### src/rtl/prog_seq.sv
// Program sequencer: PC with relative branches, absolute calls and a
// small hardware return stack with sticky overflow/underflow flags.
module prog_seq #(
   parameter int W  = 8,
   parameter int OW = 6,
   parameter int D  = 4
) (
   input  logic                     Clk,
   input  logic                     Reset_n,
   input  logic                     Stall,
   input  logic                     BranchEn,
   input  logic [1:0]               CondMode,
   input  logic                     Zero,
   input  logic                     Dir,
   input  logic [OW-1:0]            Offset,
   input  logic                     Call,
   input  logic                     Ret,
   input  logic [W-1:0]             Target,
   input  logic                     ClrErr,
   output logic [W-1:0]             PC,
   output logic [$clog2(D+1)-1:0]   Depth,
   output logic                     Taken,
   output logic                     Overflow,
   output logic                     Underflow
);

   localparam int DW = $clog2(D+1);
   localparam int IW = $clog2(D);

   logic [W-1:0]  stack [D];
   logic          cond;
   logic          full;
   logic          empty;
   logic          ret_ok;
   logic          call_ok;
   logic          br_take;
   logic [W-1:0]  pc_inc;
   logic [W-1:0]  off;
   logic [W-1:0]  br_pc;
   logic [IW-1:0] push_idx;
   logic [IW-1:0] pop_idx;

   always_comb begin
      cond = 1'b0;
      unique case (CondMode)
         2'b00:   cond = 1'b1;
         2'b01:   cond = Zero;
         2'b10:   cond = ~Zero;
         default: cond = 1'b0;
      endcase
   end

   assign full  = (Depth == DW'(D));
   assign empty = (Depth == '0);

   // Ret outranks Call, and either one suppresses the branch
   assign ret_ok  = Ret & ~empty;
   assign call_ok = Call & ~Ret & ~full;
   assign br_take = BranchEn & ~Ret & ~Call & cond;

   assign Taken = Reset_n & ~Stall & (ret_ok | call_ok | br_take);

   assign pc_inc   = PC + W'(1);
   assign off      = W'(Offset);
   assign br_pc    = Dir ? (PC - off) : (PC + off);
   assign push_idx = IW'(Depth);
   assign pop_idx  = IW'(Depth - DW'(1));

   always_ff @(posedge Clk) begin
      if (!Reset_n) begin
         PC        <= '0;
         Depth     <= '0;
         Overflow  <= 1'b0;
         Underflow <= 1'b0;
      end else if (!Stall) begin
         if (ret_ok) begin
            PC    <= stack[pop_idx];
            Depth <= Depth - DW'(1);
         end else if (call_ok) begin
            stack[push_idx] <= pc_inc;
            PC              <= Target;
            Depth           <= Depth + DW'(1);
         end else if (br_take) begin
            PC <= br_pc;
         end else begin
            PC <= pc_inc;
         end
         // a same-cycle error event beats the clear
         Overflow  <= (Call & ~Ret & full) | (Overflow & ~ClrErr);
         Underflow <= (Ret & empty) | (Underflow & ~ClrErr);
      end
   end

endmodule

### config.mk
export PLATFORM = sky130hd
export DESIGN_NAME = prog_seq
export DESIGN_NICKNAME = d
export VERILOG_FILES = /design/src/rtl/prog_seq.sv
export SDC_FILE = /design/constraint.sdc
export NUM_CORES = 1
export LEC_CHECK = 0
export BUFFER_PORTS_ARGS = -buffer_cell sky130_fd_sc_hd__buf_4
export CAP_MARGIN = 5
export CELL_PAD_IN_SITES_DETAIL_PLACEMENT = 0
export CELL_PAD_IN_SITES_GLOBAL_PLACEMENT = 2
export CORE_MARGIN = 1.5
export CORE_UTILIZATION = 37
export DETAILED_ROUTE_END_ITERATION = 8
export PLACE_DENSITY = 0.75
export SYNTH_ARGS = -nofsm -noshare
export SYNTH_HDL_FRONTEND = slang
export SYNTH_SLANG_ARGS = --single-unit
### constraint.sdc
create_clock -name Clk -period 2.8 [get_ports Clk]
set_input_delay 0.56 -clock Clk [delete_from_list [all_inputs] [get_ports Clk]]
set_output_delay 0.56 -clock Clk [all_outputs]
set_load 0.02 [all_outputs]
==> reports/metrics.csv <==
metric;value;unit
status;finished clean;
Slew Limit Fails;0;
post-DP HPWL;4688;um
clk sinks;45;
total negative slack;0;ns
Int Pwr;0.001295;W
Routed Antenna Nets;0;
sequential element share of the synthesized area;46.37;%
cells after synthesis;230;
GRT Total Usage;17.34;%
Longest Clk Path Bufs;2;
vias in the first global route;1921;
Switching Fraction;27.55;%
maxcap violations;0;
chip height;87.37;um
Post-CTS Resized;0;
pwr/cell area;564.2;nW/um2
layout cell share with drive strength beyond 1;24.72;%
CP Capture Type;output port;
CTS Buf Count;5;
WL per Instance;17.13;um
share of power burned in the clock network;33.5;%
Via Count;1975;
initial antenna violation count;0;
Max Freq;396.8;MHz
Leak;1.229;nW
syn avg cell area;11.45;um2
synth warn;0;
Synth-to-Final Area Change;20.24;%
most frequent cell after synthesis;edfxtp_1;
clock root buffer;clkbuf_8;
switching power;0.0004922;W
RSZ-0062 raised after global routing;false;
Worst EP required;2.24;ns
critical path class;reg -> out;
WP buf/inv;2;
DRT Pass-1 Iters;7;
site row count;30;
nets;311;
crit path cell chain;inv_1 > ha_1 > ha_1 > nor3b_1 > nor2_1 > a21oi_1 > buf_4;
final period utilization;90.01;%
Final Setup Violations;0;
GR Overflow Total;0;
Yosys top cell area share;36.48;%
post-synthesis register bit count;45;
Yosys cell types;56;
critical path's most frequent cell;ha_1;
Gate power share;23.4;%
Worst Setup Start Kind;flop;
main area contributors after synthesis;edfxtp_1, dfxtp_1, ha_1, mux4_2, xnor2_1;
asr flop ratio synth;0;%
Critical Path Max Stage Delay;0.42;ns
core area;6832;um2
CTS tree;yes;
Detailed Route WL;6286;um
most common library cells after synthesis;edfxtp_1, ha_1, nor2_1;
Largest delay share family, worst path;adder cells;
Starting Density;38.55;%
skew final;0.01171;ns
Slew @ Worst Pin;0.4836;ns
DP Cell Count;359;
Initial DRC Count;96;
die span in x;87.37;um
top_reg_cell synth;edfxtp_1;
Non-Filler Instances;367;
final hold violation count;0;
Slowest-stage cell, CP;dfxtp_1;
antenna cell count;0;
largest net degree at the start of global routing;21;
cts hold-fix bufs;0;
IO Count;39;
Die Area;7634;um2
H-tree Lvls;2;
Syn Nets;271;
IO Port Bufs;38;
Reg power frac;43.2;%
DRC;0;
crit path max fanout;5;
post-CTS setup buffers;0;
global-route wire length before repair;9915;um
Worst Hold Class;reg -> reg;
peak supply drop;0.3030;mV
number of synthesized flops with an enable pin;32;
gp weighted congestion;0.7522;
DR vias/cell;5.381;
Rel. slew slack;67.53;%
cell accounting for the most synthesized area;edfxtp_1;
hold slack;0.5128;ns
minimum clock period;2.520;ns
Worst Path Arrival;1.96;ns
Reg clk slew, reported paths;0.09;ns
Worst-Skew Late Latency;0.30;ns
mapped cell area;2634;um2
[path summary, 6_finish.rpt]
path	startpoint	end	slack [ns]	depth (start not counted)
max reg2reg	PC[0]$_SDFFE_PN0N_	PC[6]$_SDFFE_PN0N_	0.42	9
min	Overflow$_SDFFE_PN0N_	Overflow$_SDFFE_PN0N_	0.51	2
max	Depth[1]$_SDFFE_PN0P_	Taken	0.28	7
min reg2reg	Overflow$_SDFFE_PN0N_	Overflow$_SDFFE_PN0N_	0.51	2
[area by class of cell]
cell class / instances / area (um2)
timing repair buffer: 44 / 330.3
clock buffer: 5 / 68.82
multi-input combinational: 164 / 1320
inverter: 10 / 37.54
tap: 96 / 120.1
clock inverter: 3 / 68.82
fill: 678 / 3665
sequential: 45 / 1221
[tightest hold or removal path: cells and delay by family (launching register included)]
family          cells  cell delay (ns)
compound gates      1             0.06
simple gates        1             0.09
flops               1             0.34
[power groups by stage]
stage,combinational [W],clock (W),sequential [W]
4_1_cts,0.000423,0.000609,0.000772
2_1_floorplan,0.000261,0,0.000802
6_report,0.000418,0.000598,0.000771
3_3_place_gp,0.000422,0,0.000787
3_5_place_dp,0.000421,0,0.000787
5_1_grt,0.000464,0.000628,0.000775
[metal layers]
layer	GRT usage, %	up-vias	routed length (um)	part of all wire (%)
met4	4.473	0	50	0.80
met5	0	-	0	0
met1	23.92	964	3044	48
met2	27.97	45	2937	47
li1	-	961	-	-
met3	3.318	5	253	4.0
[sequential cells by signal, summed over array words and instances, names as in the netlist]
signal,count
stack,32
PC,8
Depth,3
Overflow,1
Underflow,1
[cell usage in the layout, fill, tap and decap left out, types with 2 or more instances in the layout]
cell       instances
nor2b_1            3
a31oi_1            4
o31a_1             2
o22ai_1            2
a21o_1             3
xnor2_1           10
o311a_1            2
clkbuf_8           5
nand3_1            5
mux2i_1            2
nor2_1            15
mux4_2             8
a22o_1             3
ha_1              15
xor2_1             3
a221oi_1           2
buf_4             44
inv_1              9
dfxtp_1           13
edfxtp_1          32
and3_1             6
o211ai_1           3
a211oi_1           3
a32o_1             3
bufinv_16          2
nand2b_1           2
a21oi_1           13
o21ai_0            8
or3_1              2
o21ai_1            3
nand2_1           12
nor3_1             5
and2_1             3
[kinds of logic (layout without fill, tap and decap cells)]
kind of cell	after synthesis	count (layout)	share of synthesized area, %
AO/OA/AOI/OAI	62	62	16.53
AND/OR/NAND/NOR	62	62	12.92
flip-flops	45	45	46.37
buffers and inverters	21	62	3.515
adder cells (fa/ha/maj)	16	16	7.886
XOR/XNOR	13	13	4.323
multiplexers	11	11	8.456
[per-stage QoR]
step           total power, W  setup WS [ns]  cell area [um2]  utilization [%]
6_report             0.001787         0.2798             3167            46.36
5_1_grt              0.001867        0.08366             3167            46.36
4_1_cts              0.001804         0.2629             3167            46.36
3_5_place_dp         0.001208         0.1190             3029            44.34
3_3_place_gp         0.001209         0.1636             3029            44.34
2_1_floorplan        0.001063         0.1750             2634                -
No activity file was read; power rests on OpenSTA's default activity.
